<file path="config.mk">
export PLATFORM = sky130hd
export DESIGN_NAME = snake_head_grid
export DESIGN_NICKNAME = d
export VERILOG_FILES = /design/src/rtl/snake_pkg.sv /design/src/rtl/snake_cell_render.sv /design/src/rtl/snake_head_grid.sv
export SDC_FILE = /design/constraint.sdc
export NUM_CORES = 1
export LEC_CHECK = 0
export BUFFER_PORTS_ARGS = -buffer_cell sky130_fd_sc_hd__buf_2
export CORE_ASPECT_RATIO = 0.5
export CORE_MARGIN = 5
export CORE_UTILIZATION = 54
export DETAILED_ROUTE_END_ITERATION = 16
export MAX_ROUTING_LAYER = met4
export PLACE_DENSITY = 0.91
export SLEW_MARGIN = 0
export SYNTH_ARGS = -nofsm -noshare
export SYNTH_HDL_FRONTEND = slang
export SYNTH_SLANG_ARGS = --single-unit
</file>
<file path="constraint.sdc">
create_clock -name v_sync -period 4.67 [get_ports v_sync]
set_input_delay 0.934 -clock v_sync [delete_from_list [all_inputs] [get_ports v_sync]]
set_output_delay 0.934 -clock v_sync [all_outputs]
set_load 0.02 [all_outputs]
</file>
<file path="src/rtl/snake_pkg.sv">
// rtl/snake_pkg.sv - direction/state encodings and button helpers for the snake head
package snake_pkg;

    localparam logic [1:0] DIR_UP    = 2'd0;
    localparam logic [1:0] DIR_LEFT  = 2'd1;
    localparam logic [1:0] DIR_RIGHT = 2'd2;
    localparam logic [1:0] DIR_DOWN  = 2'd3;

    typedef enum logic [1:0] {
        ST_IDLE   = 2'd0,
        ST_RUN    = 2'd1,
        ST_PAUSED = 2'd2,
        ST_DEAD   = 2'd3
    } state_t;

    typedef struct packed {
        logic       valid;
        logic [1:0] dir;
    } press_t;

    // The encoding pairs opposites as bitwise complements (UP/DOWN, LEFT/RIGHT).
    function automatic logic [1:0] dir_opposite(input logic [1:0] dir);
        return ~dir;
    endfunction

    function automatic press_t dir_from_buttons(input logic up, input logic left,
                                                input logic right, input logic down);
        press_t p;
        p.valid = 1'b1;
        p.dir   = DIR_UP;
        case ({up, left, right, down})
            4'b1000: p.dir = DIR_UP;
            4'b0100: p.dir = DIR_LEFT;
            4'b0010: p.dir = DIR_RIGHT;
            4'b0001: p.dir = DIR_DOWN;
            default: p.valid = 1'b0;
        endcase
        return p;
    endfunction

endpackage

</file>
<file path="src/rtl/snake_cell_render.sv">
// rtl/snake_cell_render.sv - flags pixels inside a CELL x CELL square at a given origin
module snake_cell_render #(
    parameter int CELL = 10
) (
    input  logic [9:0] pixel_row,
    input  logic [9:0] pixel_column,
    input  logic [9:0] origin_x,
    input  logic [9:0] origin_y,
    output logic       on
);
    // One extra bit so origin+CELL-1 cannot wrap at the right/bottom edge.
    logic [10:0] col, row, x0, y0;

    assign col = {1'b0, pixel_column};
    assign row = {1'b0, pixel_row};
    assign x0  = {1'b0, origin_x};
    assign y0  = {1'b0, origin_y};

    assign on = (col >= x0) && (col <= x0 + 11'(CELL - 1)) &&
                (row >= y0) && (row <= y0 + 11'(CELL - 1));
endmodule

</file>
<file path="src/rtl/snake_head_grid.sv">
// rtl/snake_head_grid.sv - grid-stepped snake head with direction latch, walls/wrap and render
module snake_head_grid
    import snake_pkg::*;
#(
    parameter int         CELL        = 10,
    parameter int         GRID_W      = 64,
    parameter int         GRID_H      = 48,
    parameter int         STEP_FRAMES = 10,
    parameter int         START_X     = 1,
    parameter int         START_Y     = 1,
    parameter logic [1:0] START_DIR   = DIR_RIGHT,
    parameter bit         WRAP        = 1'b0
) (
    input  logic                      v_sync,
    input  logic                      reset,
    input  logic                      up,
    input  logic                      down,
    input  logic                      left,
    input  logic                      right,
    input  logic                      pause,
    input  logic [9:0]                pixel_row,
    input  logic [9:0]                pixel_column,
    output logic                      red,
    output logic                      green,
    output logic                      blue,
    output logic [9:0]                head_x,
    output logic [9:0]                head_y,
    output logic [$clog2(GRID_W)-1:0] cell_x,
    output logic [$clog2(GRID_H)-1:0] cell_y,
    output logic [1:0]                current_direction,
    output logic                      step,
    output logic                      dead
);
    localparam int XW = $clog2(GRID_W);
    localparam int YW = $clog2(GRID_H);
    localparam int FW = (STEP_FRAMES > 1) ? $clog2(STEP_FRAMES) : 1;

    state_t        state;
    logic [FW-1:0] frame_cnt;
    logic [1:0]    pending_dir;

    press_t        press;
    logic [XW-1:0] next_x;
    logic [YW-1:0] next_y;
    logic          oob;
    logic          step_due, advance, move_ok, moving, accept;
    logic [1:0]    commit_dir;
    logic          head_on;

    assign press    = dir_from_buttons(up, left, right, down);
    assign step_due = (frame_cnt == FW'(STEP_FRAMES - 1));
    assign advance  = (state == ST_RUN) && !pause && step_due;
    assign move_ok  = !oob || WRAP;
    assign moving   = advance && move_ok;

    // Reversal check uses the direction in force after this edge's step,
    // so a press on the step edge only ever shapes the following step.
    assign commit_dir = moving ? pending_dir : current_direction;
    assign accept = press.valid && (press.dir != dir_opposite(commit_dir)) &&
                    ((state == ST_IDLE) || ((state == ST_RUN) && !(advance && !move_ok)));

    always_comb begin
        next_x = cell_x;
        next_y = cell_y;
        oob    = 1'b0;
        case (pending_dir)
            DIR_RIGHT: begin
                if (cell_x == XW'(GRID_W - 1)) begin
                    oob    = 1'b1;
                    next_x = '0;
                end else begin
                    next_x = cell_x + XW'(1);
                end
            end
            DIR_LEFT: begin
                if (cell_x == '0) begin
                    oob    = 1'b1;
                    next_x = XW'(GRID_W - 1);
                end else begin
                    next_x = cell_x - XW'(1);
                end
            end
            DIR_DOWN: begin
                if (cell_y == YW'(GRID_H - 1)) begin
                    oob    = 1'b1;
                    next_y = '0;
                end else begin
                    next_y = cell_y + YW'(1);
                end
            end
            default: begin
                if (cell_y == '0) begin
                    oob    = 1'b1;
                    next_y = YW'(GRID_H - 1);
                end else begin
                    next_y = cell_y - YW'(1);
                end
            end
        endcase
    end

    always_ff @(posedge v_sync) begin
        if (reset) begin
            state             <= ST_IDLE;
            frame_cnt         <= '0;
            cell_x            <= XW'(START_X);
            cell_y            <= YW'(START_Y);
            current_direction <= START_DIR;
            pending_dir       <= START_DIR;
            step              <= 1'b0;
            dead              <= 1'b0;
        end else begin
            step <= 1'b0;
            if (accept) begin
                pending_dir <= press.dir;
            end
            case (state)
                ST_IDLE: begin
                    if (press.valid) begin
                        state     <= ST_RUN;
                        frame_cnt <= '0;
                    end
                end
                ST_RUN: begin
                    if (pause) begin
                        state <= ST_PAUSED;
                    end else if (step_due) begin
                        frame_cnt <= '0;
                        if (move_ok) begin
                            cell_x            <= next_x;
                            cell_y            <= next_y;
                            current_direction <= pending_dir;
                            step              <= 1'b1;
                        end else begin
                            state <= ST_DEAD;
                            dead  <= 1'b1;
                        end
                    end else begin
                        frame_cnt <= frame_cnt + FW'(1);
                    end
                end
                ST_PAUSED: begin
                    if (!pause) begin
                        state <= ST_RUN;
                    end
                end
                ST_DEAD: begin
                    dead <= 1'b1;
                end
                default: state <= ST_IDLE;
            endcase
        end
    end

    assign head_x = 10'(int'(cell_x) * CELL);
    assign head_y = 10'(int'(cell_y) * CELL);

    snake_cell_render #(.CELL(CELL)) u_render (
        .pixel_row    (pixel_row),
        .pixel_column (pixel_column),
        .origin_x     (head_x),
        .origin_y     (head_y),
        .on           (head_on)
    );

    assign green = head_on & !dead;
    assign red   = head_on & dead;
    assign blue  = 1'b0;
endmodule
</file>
==> run summary, run 1 <==
Top cells by area, synth = ha_1 (24%), dfxtp_1 (15%), a21oi_1 (4.6%)
Startpoint types = flip-flop
CP max stage delay = 420 ps
Mapped Area = 3270 um2
Leakage = 1.89 nW
Min-Delay Path Class = flip-flop to flip-flop
Top cell type's share of synthesized area = 24.5%
Syn. warnings = 0
CP Capture Type = output pin
Die width = 120 um
Count leader, synth = ha_1
CTS Buf Count = 3
CP required = 3740 ps
Total number of vias = 3557
Largest net degree at the start of global routing = 27
Setup slack after layout = -181 ps
Fmax = 206 MHz
Syn-to-layout area delta = 24.9%
Max Cap Viol = 0
Core region area = 5980 um2
CP bufs+invs = 2
Flops & latches, synth = 24
Post-synth ARST share = 0%
Outcome = complete, but fails checks
Sequential share of the synthesized area = 14.7%
Fin Clk Skew = 3.79 ps
Critical-path cell list = ha_4, ha_1, a21o_1, a21oi_2, xnor2_2, inv_1, or3_4, xnor2_2, ha_1, a21o_1, a221oi_2, o22ai_2, nor3_2, buf_4
Antenna Cells = 0
CTS clock-pin slew for the worst setup and hold paths = 60 ps
Total grt overflow = 0
Fraction of layout cells with a size suffix above 1 = 30.9%
Failing checks = setup timing
Final setup fails = 2
Post-DRT Antenna Nets = 0
Top post-synthesis cells by count = ha_1 (64), inv_1 (35), a21oi_1 (30), nor2_1 (28), dfxtp_1 (24)
Top_reg_cell synth = dfxtp_1
Vias/cell = 6.32
Avg Inst Size Synth = 7.94 um2
Final WL = 10600 um
Max FO, Critical Path = 4
Yosys top cell by area = ha_1
Number of synthesized flops with an enable pin = 0
Slowest CP cell = or3_4
Post-Syn Instances = 412
Worst-Skew Late Latency = 260 ps
Final Cycle Share = 104%
Number of global-route vias before repair = 3168
CP arrival = 3920 ps
Die Area = 7810 um2
PwrDens = 131 nW/um2
First-pass GRT wire length = 14600 um
Final #Nets = 580
Place WS = 59.5 ps
Residual DRC = 0
H-Tree Level Count = 1
CTS Buffer Depth = 2
Hold Violations, Final = 0
Avg WL per Cell = 18.8 um
Unrepaired setup endpoints after global routing = yes
Hold_ws = 492 ps
TritonCTS clock tree = built
Max Transition Viols Final = 0
Gpl congestion = 0.893
Initial antenna violation count = 0
IO buf count = 62
Initial core utilization = 54.7%
Placed Area = 3700 um2
Root Buffer = clkbuf_16
Overall Power = 0.536 mW
Post-route minimum period = 4850 ps
GRT Resource Usage Total = 23.0%
CP delay by family, top = compound AO/OA/AOI/OAI gates
CTS Sinks = 24
Netlist cell types = 69
Initial DRC Count = 333
Slew HR = 64.8%
Drt pass-1 iters = 6
Top-Level Pins = 66
Slew @ Worst Pin = 514 ps
Design area = 4090 um2
DP HPWL = 6310 um
Row Count = 20
WS Path Type = flip-flop to output pin
Die H = 65.0 um
Peak VDD IR = 206 uV
area by class of cell:
class | instances | area, um2
multi-input cells | 334 | 2760
fillers | 440 | 1890
repair buffers | 89 | 522
flip-flops and latches | 24 | 489
inverters | 35 | 131
well taps | 77 | 96.3
clock buffers | 4 | 88.8
placed cells by master, fill, tap and decap left out, drive strengths merged, types with 5 or more instances in the layout:
cell type	netlist	layout
o21ai	25	25
or3	9	9
buf	13	89
a21o	13	13
nand3	16	16
a31oi	5	5
a21oi	31	31
xnor2	16	16
o211ai	5	5
nor3	15	15
ha	64	64
nand2	20	20
nor2b	6	6
nor2	29	29
nand2b	5	5
and3	8	8
dfxtp	24	24
inv	35	35
report_power, final:
part	switching, mW	total [mW]	internal [mW]
clock network	0.0754	0.206	0.131
registers	0.00639	0.214	0.208
logic	0.0679	0.115	0.0474
registers in the layout, indices dropped and copies added (netlist names):
| signal | cells |
|---|---|
| cell_x | 6 |
| cell_y | 6 |
| current_direction | 2 |
| dead | 1 |
| frame_cnt | 4 |
| pending_dir | 2 |
| state | 2 |
| step | 1 |
final timing paths:
kind	from	cells past startpoint	slack [ps]	endpoint
worst max-delay path	cell_y[4]	14	-180	green
worst min-delay path	frame_cnt[1]	2	490	frame_cnt[1]
worst max register to register	pending_dir[0]	8	2010	pending_dir[0]
worst min register to register	frame_cnt[1]	2	490	frame_cnt[1]
worst register-to-register path, stage by stage (launching register included):
cell      delay, ps
dfxtp_1         450
ha_1            490
nor3b_4         320
nand2_2         140
a32o_2          350
a21boi_1        220
o21ai_0         140
nor3b_1         180
a211o_1         260
kinds of logic (layout without fill, tap and decap cells):
| group | count (synthesis) | count (layout) | share of synthesized area [%] |
|---|---|---|---|
| other | 1 | 3 | 0.115 |
| muxes | 1 | 1 | 0.306 |
| DFF | 24 | 24 | 14.7 |
| buffers and inverters | 56 | 128 | 7.88 |
| xor gates and xnor gates | 19 | 19 | 5.09 |
| AOI/OAI and AO/OA | 118 | 118 | 25.1 |
| and+or+nand+nor | 127 | 127 | 21.1 |
| adders and majority gates | 66 | 66 | 25.7 |
what timing repair did:
action | 4_1_cts | 5_1_grt
gates cloned | 0 | 0
buffers inserted | 8 | 6
resized for setup | 12 | 27
pin swaps | 10 | 21
hold buffers | 0 | 0
setup endpoints to repair | 2 | 2
through the flow:
| stage | TNS [ps] | std cells | utilization (%) |
|---|---|---|---|
| 5_1_grt | -502 | 563 | 68.3 |
| 4_1_cts | 0 | 557 | 65.2 |
| 3_3_place_gp | 0 | 545 | 61.9 |
| 2_1_floorplan | 0 | 414 | - |
| 6_report | -331 | 563 | 68.3 |
| 3_5_place_dp | 0 | 545 | 61.9 |
metal layers:
| layer | share of wire, % | routed length, um | track usage, % | vias to the layer above |
|---|---|---|---|---|
| met4 | 5.1 | 537 | 7.70 | 0 |
| met2 | 47 | 4980 | 39.4 | 196 |
| met3 | 7.5 | 792 | 3.05 | 61 |
| met5 | 0 | 0 | - | - |
| met1 | 40 | 4260 | 28.4 | 1652 |
| li1 | - | - | - | 1648 |
(Power assumes the default switching activity.)
==> inputs of run 2 (changes only) <==
Settings changed: ABC_CLOCK_PERIOD_IN_PS from default to 4670, PLACE_DENSITY 0.91 to 0.9, SYNTH_HIERARCHICAL from default to 1.
==> run 2 against run 1 <==
  * The run still ends with setup timing left
  * Utilization is 2.6 points higher
  * Fmax is 3.9% lower
  * Design area up 5.5%
  * Die area is 3.1% higher
  * Clock-buffer cell count unchanged
  * Routed wire length grew 14%
  * Clock power decreased by 10%
  * Global-route usage increased by 5.5 points
  * Clock skew down 2.2 ps
  * Combinational power increased by 10%
  * Final cell count is 6.0% higher
  * Sequential power is essentially flat
  * Critical path type unchanged
  * Critical endpoint unchanged
  * Largest power group unchanged
==> run summary, run 2 <==
Top-Level Pins = 66 (unchanged)
Sequential share of the synthesized area = 14.2% (was 14.7%)
Max FO, Critical Path = 3 (was 4)
Min-Delay Path Class = flip-flop to flip-flop (unchanged)
Crit. Startpoint = cell_y[1] (was cell_y[4])
Antenna Cells = 0 (unchanged)
Worst-Skew Late Latency = 250 ps (was 260 ps)
Netlist cell types = 63 (was 69)
Beginning of the worst hold path = frame_cnt[1] (unchanged)
CP Capture Type = output pin (unchanged)
Avg Inst Size Synth = 8.14 um2 (was 7.94 um2)
Outcome = complete, but fails checks (unchanged)
Number of global-route vias before repair = 3747 (was 3168)
Fraction of layout cells with a size suffix above 1 = 29.9% (was 30.9%)
Max Cap Viol = 0 (unchanged)
Post-Syn Instances = 416 (was 412)
Flops & latches, synth = 24 (unchanged)
Initial antenna violation count = 0 (unchanged)
Syn-to-layout area delta = 27.3% (was 24.9%)
PwrDens = 122 nW/um2 (was 131 nW/um2)
DP HPWL = 6610 um (was 6310 um)
Root Buffer = clkbuf_16 (unchanged)
Post-route minimum period = 5050 ps (was 4850 ps)
Total number of vias = 3883 (was 3557)
CTS Sinks = 24 (unchanged)
Fmax = 198 MHz (was 206 MHz)
Top_reg_cell synth = dfxtp_1 (unchanged)
Overall Power = 0.525 mW (was 0.536 mW)
Most frequent cells in the layout = buf_2 (60), ha_1 (59), buf_4 (33) (was buf_2 (60), ha_1 (56), inv_1 (30))
Biggest regs = cell_x x6, cell_y x6, frame_cnt x4 (unchanged)
Die width = 122 um (was 120 um)
Final setup fails = 2 (unchanged)
Final WL = 12000 um (was 10600 um)
Failing checks = setup timing (unchanged)
CTS Buffer Depth = 2 (unchanged)
Hold Violations, Final = 0 (unchanged)
Die H = 66.0 um (was 65.0 um)
Initial core utilization = 55.7% (was 54.7%)
Core region area = 6080 um2 (was 5980 um2)
Post-synth ARST share = 0% (unchanged)
Drt pass-1 iters = 8 (was 6)
H-Tree Level Count = 1 (unchanged)
CTS clock-pin slew for the worst setup and hold paths = 60 ps (about the same)
Slew HR = 64.5% (was 64.8%)
Fin Clk Skew = 1.54 ps (was 3.79 ps)
Commonest non-fill, non-tap cell in the layout = buf_2 (unchanged)
Syn. warnings = 6 (was 0)
Final Cycle Share = 108% (was 104%)
CP required = 3740 ps (about the same)
First-pass GRT wire length = 18100 um (was 14600 um)
Final #Nets = 609 (was 580)
Place WS = -140 ps (was 59.5 ps)
Total grt overflow = 0 (unchanged)
Setup slack after layout = -379 ps (was -181 ps)
Residual DRC = 0 (unchanged)
Yosys top cell by area = ha_1 (unchanged)
Largest net degree at the start of global routing = 25 (was 27)
Gpl congestion = 0.947 (was 0.893)
Vias/cell = 6.50 (was 6.32)
Mapped Area = 3390 um2 (was 3270 um2)
Initial DRC Count = 625 (was 333)
WS Path Type = flip-flop to output pin (unchanged)
Slew @ Worst Pin = 529 ps (was 514 ps)
Max Transition Viols Final = 0 (unchanged)
Post-DRT Antenna Nets = 0 (unchanged)
Setup TNS Final = -756 ps (was -331 ps)
Row Count = 20 (unchanged)
Hold_ws = 502 ps (was 492 ps)
TritonCTS clock tree = built (unchanged)
CP arrival = 4120 ps (was 3920 ps)
Top post-synthesis cells by count = ha_1 (70), inv_1 (35), a21oi_1 (30), nor2_1 (30), xnor2_1 (26) (was ha_1 (64), inv_1 (35), a21oi_1 (30), nor2_1 (28), dfxtp_1 (24))
Peak VDD IR = 163 uV (was 206 uV)
Number of synthesized flops with an enable pin = 0 (unchanged)
Avg WL per Cell = 20.1 um (was 18.8 um)
Startpoint types = flip-flop (unchanged)
GRT Resource Usage Total = 28.6% (was 23.0%)
Count leader, synth = ha_1 (unchanged)
IO buf count = 62 (unchanged)
Die Area = 8050 um2 (was 7810 um2)
Worst r2r src = pending_dir[0] (unchanged)
Unrepaired setup endpoints after global routing = yes (unchanged)
Top cells by area, synth = ha_1 (26%), dfxtp_1 (14%), xnor2_1 (6.7%) (was ha_1 (24%), dfxtp_1 (15%), a21oi_1 (4.6%))
Leakage = 1.92 nW (was 1.89 nW)
Top cell type's share of synthesized area = 25.8% (was 24.5%)
CTS Buf Count = 3 (unchanged)
## run 2: where the power goes
group / internal, mW / switching (mW)
clock: 0.116 / 0.0686
combinational: 0.0538 / 0.0730
sequential: 0.207 / 0.00625
## run 2: routing by layer
metal | vias to the layer above | wire length (um) | GRT usage, % | share of wire (%)
met4 | 0 | 784 | 14.4 | 6.5
met2 | 334 | 5420 | 48.6 | 45
met3 | 97 | 1280 | 5.04 | 11
li1 | 1695 | - | - | -
met1 | 1757 | 4540 | 32.9 | 38
met5 | - | 0 | - | 0
## run 2: worst max-delay path, stage by stage (launching register included)
cell and delay, ps:
dfxtp_4 360, ha_4 250, ha_4 160, fa_2 560, inv_2 70, nor3_2 350
nand3_1 190, xnor2_1 170, ha_1 320, nand4_1 190, o32ai_2 330, a31oi_1 80
o41a_1 160, nor4_4 350, nor2b_4 220, buf_6 120
## run 2: final timing paths
kind                                        to  slack [ps]  cells past startpoint
worst max register to register  pending_dir[0]        1640                      8
worst min-delay path              frame_cnt[1]         500                      2
worst max-delay path                     green        -380                     15
worst min register to register    frame_cnt[1]         500                      2
## run 2: repair_timing
| action | 4_1_cts | 5_1_grt |
|---|---|---|
| resized for setup | 24 | 13 |
| pin swaps | 23 | 7 |
| setup endpoints to repair | 2 | 2 |
| hold buffers | 0 | 0 |
| buffers inserted | 10 | 1 |
## run 2: stage by stage
stage	utilization, %	instances	area (um2)
2_1_floorplan	-	425	3450
3_3_place_gp	64.9	582	3950
3_5_place_dp	64.9	582	3950
4_1_cts	69.8	596	4240
5_1_grt	70.9	597	4310
6_report	70.9	597	4310
## run 2: kinds of logic (layout without fill, tap and decap cells)
group | Yosys count | count (layout) | share of synthesized area (%)
adders and majority gates | 72 | 72 | 27.0
muxes | 8 | 8 | 2.47
other | 1 | 10 | 0.111
AOI/OAI and AO/OA | 110 | 110 | 22.9
xor gates and xnor gates | 29 | 29 | 7.50
buffers and inverters | 53 | 137 | 6.83
and+or+nand+nor | 119 | 119 | 19.0
DFF | 24 | 24 | 14.2
## run 2: layout make-up
type                    count  area, um2
clock buffers               4       78.8
flip-flops and latches     24        495
inverters                  39        146
repair buffers             94        559
fillers                   402       1770
multi-input cells         348       2920
well taps                  88        110
